## src/rtl/shift_right_seq_if.sv

```systemverilog
// Handshake bundle for shift_right_seq: operand/request side and result side.
// master = producer/consumer, slave = the shifter.
interface shift_right_seq_if #(
  parameter int SIZE = 32
);
  logic                    in_valid;
  logic                    in_ready;
  logic [SIZE-1:0]         in;
  logic [$clog2(SIZE)-1:0] bit_shift;
  logic                    check;
  logic                    out_valid;
  logic                    out_ready;
  logic [SIZE-1:0]         out;
  logic                    range_err;

  modport master (
    output in_valid, in, bit_shift, check, out_ready,
    input  in_ready, out_valid, out, range_err
  );

  modport slave (
    input  in_valid, in, bit_shift, check, out_ready,
    output in_ready, out_valid, out, range_err
  );
endinterface

```

## src/rtl/shift_right_seq.sv

```systemverilog
// Sequential sign-magnitude right shifter, one bit per cycle, k = bit_shift - SIZE/2.
// Optional SHIFT_RIGHT_ROUND_EN: round-half-away-from-zero on the final shift.
module shift_right_seq #(
  parameter int SIZE = 32
) (
  input logic              clk,
  input logic              rst_n,
  shift_right_seq_if.slave bus
);
  localparam int CW = $clog2(SIZE);
  localparam int MW = SIZE - 1;
  localparam logic [CW-1:0] HALF = CW'(SIZE / 2);

  typedef enum logic [1:0] {
    IDLE  = 2'd0,
    SHIFT = 2'd1,
    DONE  = 2'd2
  } state_t;

  state_t        state;
  logic          sign;
  logic [MW-1:0] mag;
  logic [CW-1:0] cnt;
  logic          in_ready_q;
  logic          out_valid_q;
  logic          range_err_q;
  logic [MW-1:0] shr;
  logic [MW-1:0] fin;
  logic          in_range;

  assign in_range = (bus.bit_shift >= HALF);

  // fin is the value written on the last shift; mag[0] is the bit leaving on that shift.
  always_comb begin
    shr = mag >> 1;
    fin = shr;
`ifdef SHIFT_RIGHT_ROUND_EN
    if (mag[0] && !(&shr)) fin = shr + MW'(1);
`endif
  end

  always_ff @(posedge clk) begin
    if (!rst_n) begin
      state       <= IDLE;
      sign        <= 1'b0;
      mag         <= '0;
      cnt         <= '0;
      in_ready_q  <= 1'b1;
      out_valid_q <= 1'b0;
      range_err_q <= 1'b0;
    end else begin
      case (state)
        IDLE: begin
          if (bus.in_valid) begin
            range_err_q <= !in_range;
            in_ready_q  <= 1'b0;
            if (!bus.check) begin
              sign        <= 1'b0;
              mag         <= '0;
              cnt         <= '0;
              state       <= DONE;
              out_valid_q <= 1'b1;
            end else if (!in_range || bus.bit_shift == HALF) begin
              // k == 0: pass through, only the negative-zero fix applies
              sign        <= bus.in[SIZE-1] & (|bus.in[MW-1:0]);
              mag         <= bus.in[MW-1:0];
              cnt         <= '0;
              state       <= DONE;
              out_valid_q <= 1'b1;
            end else begin
              sign  <= bus.in[SIZE-1];
              mag   <= bus.in[MW-1:0];
              cnt   <= bus.bit_shift - HALF;
              state <= SHIFT;
            end
          end
        end
        SHIFT: begin
          cnt <= cnt - CW'(1);
          if (cnt == CW'(1)) begin
            mag         <= fin;
            sign        <= sign & (|fin);
            state       <= DONE;
            out_valid_q <= 1'b1;
          end else begin
            mag <= shr;
          end
        end
        DONE: begin
          if (bus.out_ready) begin
            state       <= IDLE;
            out_valid_q <= 1'b0;
            in_ready_q  <= 1'b1;
          end
        end
        default: begin
          state       <= IDLE;
          in_ready_q  <= 1'b1;
          out_valid_q <= 1'b0;
        end
      endcase
    end
  end

  assign bus.in_ready  = in_ready_q;
  assign bus.out_valid = out_valid_q;
  assign bus.out       = {sign, mag};
  assign bus.range_err = range_err_q;
endmodule

```

## src/flat_wrapper.sv

```systemverilog
// flat-port wrapper written by rule: the top's interface ports become plain ports
module shift_right_seq_flat 
#(
  parameter int SIZE = 32
)
  (clk, rst_n, bus_in_valid, bus_in, bus_bit_shift, bus_check, bus_out_ready, bus_in_ready, bus_out_valid, bus_out, bus_range_err);
  shift_right_seq_if #(.SIZE(SIZE)) bus_i ();
  input logic clk;
  input logic rst_n;
  input wire logic [$bits(bus_i.in_valid)-1:0] bus_in_valid;
  input wire logic [$bits(bus_i.in)-1:0] bus_in;
  input wire logic [$bits(bus_i.bit_shift)-1:0] bus_bit_shift;
  input wire logic [$bits(bus_i.check)-1:0] bus_check;
  input wire logic [$bits(bus_i.out_ready)-1:0] bus_out_ready;
  output wire logic [$bits(bus_i.in_ready)-1:0] bus_in_ready;
  output wire logic [$bits(bus_i.out_valid)-1:0] bus_out_valid;
  output wire logic [$bits(bus_i.out)-1:0] bus_out;
  output wire logic [$bits(bus_i.range_err)-1:0] bus_range_err;
  assign bus_i.in_valid = bus_in_valid;
  assign bus_i.in = bus_in;
  assign bus_i.bit_shift = bus_bit_shift;
  assign bus_i.check = bus_check;
  assign bus_i.out_ready = bus_out_ready;
  assign bus_in_ready = bus_i.in_ready;
  assign bus_out_valid = bus_i.out_valid;
  assign bus_out = bus_i.out;
  assign bus_range_err = bus_i.range_err;
  shift_right_seq #(.SIZE(SIZE)) u_core (.clk(clk), .rst_n(rst_n), .bus(bus_i));
endmodule
```

## config.mk

```make
export PLATFORM = sky130hd
export DESIGN_NAME = shift_right_seq_flat
export DESIGN_NICKNAME = d
export VERILOG_FILES = /design/src/rtl/shift_right_seq_if.sv /design/src/rtl/shift_right_seq.sv /design/src/flat_wrapper.sv
export SDC_FILE = /design/constraint.sdc
export NUM_CORES = 1
export LEC_CHECK = 0
export BUFFER_PORTS_ARGS = -buffer_cell sky130_fd_sc_hd__buf_2
export CELL_PAD_IN_SITES_DETAIL_PLACEMENT = 0
export CELL_PAD_IN_SITES_GLOBAL_PLACEMENT = 1
export CORE_MARGIN = 2
export CORE_UTILIZATION = 36
export CTS_CLUSTER_DIAMETER = 30
export DETAILED_ROUTE_END_ITERATION = 10
export PLACE_DENSITY = 0.91
export SYNTH_ARGS = -nofsm -noshare
export SYNTH_HDL_FRONTEND = slang
export SYNTH_SLANG_ARGS = --single-unit
```

## constraint.sdc

```tcl
create_clock -name clk -period 1.6 [get_ports clk]
set_input_delay 0.32 -clock clk [delete_from_list [all_inputs] [get_ports clk]]
set_output_delay 0.32 -clock clk [all_outputs]
set_load 0.02 [all_outputs]
```

* After elaboration in Yosys (flattened, before gate mapping)
Cells that the tools add are included.
** Word-level totals
- Flip-flop bits (word level) :: 42
- Bits in latches :: 0
- RAM bits :: 0
- ROM bits :: 0
- Bits of input ports :: 42
- Output and inout port bits :: 35
- Memories :: 0
** Operators by class
- $add $sub $neg :: 2
- Multiply operators :: 0
- Div/mod/pow operators :: 0
- Order comparisons :: 1
- Eq/ne operators :: 8
- Shifts and indexed selects :: 0
- Mux-type cells :: 27
- Bitwise logic cells :: 3
- Reduce and logical (&&, ||, !) cells :: 12
** Operators with widths (count)
- 2-to-1 mux 31 bit :: 2
- case mux 31 bit (2 select lines) :: 1
- OR reduction 31 bit :: 1
- OR reduction 30 bit :: 1
- 2-to-1 mux 5 bit :: 3
- 2-to-1 mux 1 bit :: 11
- 2-to-1 mux 2 bit :: 5
- case mux 5 bit (2 select lines) :: 1
- AND reduction 3 bit :: 3
- case mux 1 bit (3 select lines) :: 2
- case mux 2 bit (3 select lines) :: 1
- equality test 5 x 1 -> 1 bit (second input constant) :: 1
- equality test 5 bit (second input constant) :: 1
- >= comparator 5 bit (second input constant) :: 1
- subtractor 5 x 1 -> 5 bit (second input constant) :: 1
- subtractor 5 bit (second input constant) :: 1
- inequality test 2 bit (second input constant) :: 2
- AND reduction 2 bit :: 2
- AND reduction 4 bit :: 1
- inequality test 3 x 2 -> 1 bit (second input constant) :: 1
- AND 1 bit :: 2
- equality test 2 x 1 -> 1 bit (second input constant) :: 1
- equality test 2 bit (second input constant) :: 1
- zero test 2 bit :: 1
- other kinds (6) :: 6

* Longest topological paths before layout
- Depth after elaboration :: 7
- Gate-level depth with buffers :: 7

* Worst setup path before layout
OpenSTA, ideal clock, no wires.
- Path type :: register -> register
- From :: reg u_core.state[0]
- To :: reg u_core.mag[29]
- Arrival :: 1.142 ns
- Required time :: 1.484 ns
- Setup slack :: 0.342 ns
- Stages on the path, launching flop included :: 8
- Path buffers :: 3
- Period minus slack after synthesis :: 1.258 ns
- Cell sequence :: dfxtp_1 buf_4 and2b_1 buf_6 buf_2 nand2_1 nand3_1 o211a_1
** On the way
- Cells in the longest elaborated chain, start to end :: 3
- Elaborated cells on any way between the ends :: 6
- Those cells by class :: eq/ne (2); mux (1); reduce/logical (3)
** Ends and longest elaborated chain
- from (decl) :: RTL line shift_right_seq.sv:20 : state_t state;
- from (signal assigned) :: RTL line shift_right_seq.sv:44 : state <= IDLE;
- from (signal assigned) :: RTL line shift_right_seq.sv:61 : state <= DONE;
- from (signal assigned) :: RTL line shift_right_seq.sv:68 : state <= DONE;
- equality test 2 x 1 -> 1 bit / zero test 2 bit (equally long branches) :: RTL line shift_right_seq.sv:52 : case (state)
- nonzero test 2 bit (no source line) / inequality test 2 bit (equally long branches)
- AND reduction 2 bit (no source line)
- to (signal assigned) :: RTL line shift_right_seq.sv:66 : mag <= bus.in[MW-1:0];
- to (signal assigned) :: RTL line shift_right_seq.sv:72 : mag <= bus.in[MW-1:0];
- to (signal assigned) :: RTL line shift_right_seq.sv:81 : mag <= fin;
- to (decl) :: RTL line shift_right_seq.sv:22 : logic [MW-1:0] mag;
Several ways; a longest one is shown, not always the timed one.
A chain may end at the register's enable or synchronous reset.

* Worst setup path after layout
- From :: reg u_core.state[1]
- To :: reg u_core.sign
** On the way
- Cells in the longest elaborated chain, start to end :: 3
- Elaborated cells on any way between the ends :: 7
- Those cells by class :: eq/ne (3); mux (1); reduce/logical (3)
** Ends and longest elaborated chain
- equality test 2 x 1 -> 1 bit / zero test 2 bit (equally long branches) :: RTL line shift_right_seq.sv:52
- inequality test 2 x 1 -> 1 bit (no source line) (tied with other cells)
- AND reduction 3 bit (no source line)
- to (signal assigned) :: RTL line shift_right_seq.sv:65 : sign <= bus.in[SIZE-1] & (|bus.in[MW-1:0]);
- to (signal assigned) :: RTL line shift_right_seq.sv:71 : sign <= bus.in[SIZE-1];
- to (signal assigned) :: RTL line shift_right_seq.sv:82 : sign <= sign & (|fin);
- to (decl) :: RTL line shift_right_seq.sv:21 : logic sign;
Several ways; a longest one is shown, not always the timed one.

==> summary.md <==
| Metric | Value |
|---|---|
| Worst setup path category | reg -> reg |
| Drt wl/cell | 15.5 um |
| Ports | 77 |
| Synth Area per Inst | 8.24 sq um |
| Hold Path Sink | u_core.bus.in_ready |
| Placed insts | 408 |
| Yosys reg bits | 42 |
| Dpl ws | 0.145 ns |
| Largest net degree at the start of global routing | 32 |
| Maximum clock path buffer count | 2 |
| Min-Delay Path Class | in -> reg |
| Clk Latency, worst-skew pair | 0.30 ns |
| GRT overflow | 0 |
| H-tree Lvls | 2 |
| First-pass GRT wire length | 10,200 um |
| Final Skew | 0.0171 ns |
| Vias in the first global route | 2,137 |
| Die height | 82.6 um |
| Crit share post-route | 91.8% |
| Slowest-stage cell, CP | dfxtp_1 |
| CTS tree | yes |
| Final Max Tran Viols | 0 |
| Total length of routed wires | 6430 um |
| Die ar. | 0.00682 sq mm |
| Vias per cell | 5.65 |
| Sequential share of the synthesized area | 37.8% |
| Syn nets | 314 |
| Max-Cap Viols | 0 |
| RSZ-0062 raised after global routing | false |
| R2R Path End | u_core.sign |
| # diodes | 0 |
| Fin cells | 416 |
| Antenna viol nets, final | 0 |
| CTS buffer count | 5 |
| Drt drc | 0 |
| Setup TNS | 0 ns |
| FP Rows | 28 |
| Rel. slew slack | 69.4% |
| GPL Wtd Cong | 0.869 |
| Worst-margin pin slew | 0.456 ns |
| Clk pin slew, worst setup/hold paths | 0.09 ns |
| # setup viols final | 0 |
| Worst hold start | bus_out_ready |
| All-layer global routing usage | 19.2% |
| Root Buffer | clkbuf_8 |
| Pre-antenna DRT Iters | 4 |
| Synthesis warning total | 0 |
| Synth Flop Type | dfxtp_1 |
| Post-synth ARST share | 0% |
| Number of sinks on the clock net | 42 |
| Synthesized cell area | 0.00222 sq mm |
| CP endpoint kind | register |
| Run status | finished clean |
| Critical-path cell list | buf_4 -> o21bai_2 -> nor3b_4 -> nand3_1 -> o22ai_1 |
| DP HPWL | 4780 um |
| Hold Crit Depth | 3 |
| Netlist cell types | 39 |
| Initial antenna violation count | 0 |
| Final hold vios | 0 |
| Worst Path Arrival | 1.70 ns |
| Tmin final | 1.47 ns |
| Total core area | 0.00596 sq mm |
| Nets | 384 |
| # hold bufs at CTS | 0 |
| Post-cts resize count | 0 |
| DRT iter0 DRCs | 163 |
| Initial Util | 37.4% |
| Layout cells sized above 1 | 30.5% |
| Tot Pwr | 2.63 mW |
| Post-route setup slack | 0.131 ns |
| R2R Setup Slk | 0.13 ns |
| Die X | 82.6 um |
| Crit path largest cell delay | 0.36 ns |
| Final core occ | 46.9% |
| I/O Buffers | 76 |
| Startpoint types | register |
| Synth Instances | 270 |
| Number of synthesized flops with an enable pin | 0 |
| Data required time of the critical path | 1.83 ns |
| Postcts setup bufs | 0 |
| Leak pwr | 1.43 nW |
| CP Max Fanout | 9 |
| Routed vias | 2,352 |
| Peak VDD IR | 0.517 mV |
| R2R cell count | 5 |
| Power Density | 942 mW/mm^2 |
| Reg2reg start | u_core.state[1] |
| Layout area overhead | 25.6% |
| Fmax | 681 MHz |
[per-stage QoR]
stage / cell area, sq um / hold WS [ns]
finish: 2790 / 0.287
global route: 2790 / 0.313
CTS: 2790 / 0.287
detailed placement: 2700 / 0.490
global placement: 2700 / 0.480
floorplan: 2220 / 0.464
[kinds of logic (layout without fill, tap and decap cells)]
group	after synthesis	after routing	synth area share, %
AND/OR/NAND/NOR	139	139	32.5
AO/OA/AOI/OAI	58	58	22.2
flip-flops	42	42	37.8
buffers and inverters	29	100	6.41
adder cells (fa/ha/maj)	2	2	1.12
[flip-flops by register name, summed over array words and instances (netlist names)]
signal / count
u_core.bus.range_err: 1
u_core.state: 2
u_core.mag: 31
u_core.cnt: 5
u_core.bus.in_ready: 1
u_core.bus.out_valid: 1
u_core.sign: 1
[cell type report]
| type | count | area, sq um |
|---|---|---|
| inverter | 2 | 7.51 |
| tap | 75 | 93.8 |
| sequential | 42 | 841 |
| fill | 616 | 3160 |
| clock buffer | 5 | 68.8 |
| clock inverter | 3 | 23.8 |
| timing repair buffer | 90 | 510 |
| multi-input combinational | 199 | 1250 |
[power breakdown]
part / switching, mW / internal, mW / total (mW)
logic: 0.391 / 0.279 / 0.670
registers: 0.0949 / 1.14 / 1.24
clock network: 0.413 / 0.312 / 0.725
total: 0.899 / 1.73 / 2.63
[cells in the mapped netlist (2+ instances only)]
cell       n  area (sq um)
nand3_1   59           295
buf_2      9          45.0
a222oi_1   2          20.0
a22oi_1    2          15.0
ha_1       2          25.0
nor2b_1    4          25.0
buf_4      4          30.0
nor2_1    11          41.3
inv_1      2          7.51
a31oi_1    2          12.5
nand4_1    5          31.3
a21oi_1    6          30.0
o211a_1   30           300
nor3_1     5          25.0
nand2_1   30           113
a21boi_1   2          15.0
nor4_1    15          93.8
clkbuf_1  13          48.8
o21ai_0    6          30.0
dfxtp_1   42           841
[routing by layer]
| layer | track usage (%) | vias up | routed length, um |
|---|---|---|---|
| li1 | - | 1153 | - |
| met1 | 25.1 | 1103 | 2810 |
| met2 | 32.1 | 89 | 3020 |
| met3 | 4.35 | 7 | 539 |
| met4 | 4.43 | 0 | 64 |
| met5 | 0 | - | 0 |
[worst max path at each step]
stage | start | endpoint | slack (ns)
final | u_core.state[1] | u_core.sign | 0.13
after floorplan | u_core.state[0] | u_core.mag[29] | 0.34
after global placement | bus_in[9] | u_core.sign | 0.17
after CTS | u_core.state[1] | u_core.sign | 0.14
after detailed placement | bus_in[5] | u_core.sign | 0.14
after global routing | u_core.state[0] | u_core.mag[27] | 0.03
[worst max-delay path, delay by kind of cell (launching register included)]
| kind | cells | cell delay (ns) |
|---|---|---|
| compound gates | 2 | 0.42 |
| simple gates | 2 | 0.42 |
| flops | 1 | 0.36 |
| buf+inv | 1 | 0.18 |
[cells in the final DEF, fill, tap and decap left out, drive strengths merged]
cell type  synthesis  routed
nor4              16      16
a21boi             3       3
nand3             59      59
a41oi              1       1
o21ai              6       6
o211a             30      30
o311a              1       1
nand4              5       5
inv                2       3
clkbuf            13       5
nor3               5       5
nor3b              2       2
o21bai             1       1
o221a              1       1
nor2              11      11
a222oi             2       2
ha                 2       2
clkinvlp           0       2
nand4b             1       1
nand3b             1       1
dfxtp             42      42
and2b              1       1
buf               14      90
nor4b              1       1
a22oi              2       2
a21oi              6       6
a32oi              1       1
nand2b             2       2
nand2             30      30
and3               1       1
o22ai              1       1
a31oi              2       2
nor2b              4       4
o211ai             1       1
Power figures use the tool's default switching activity.
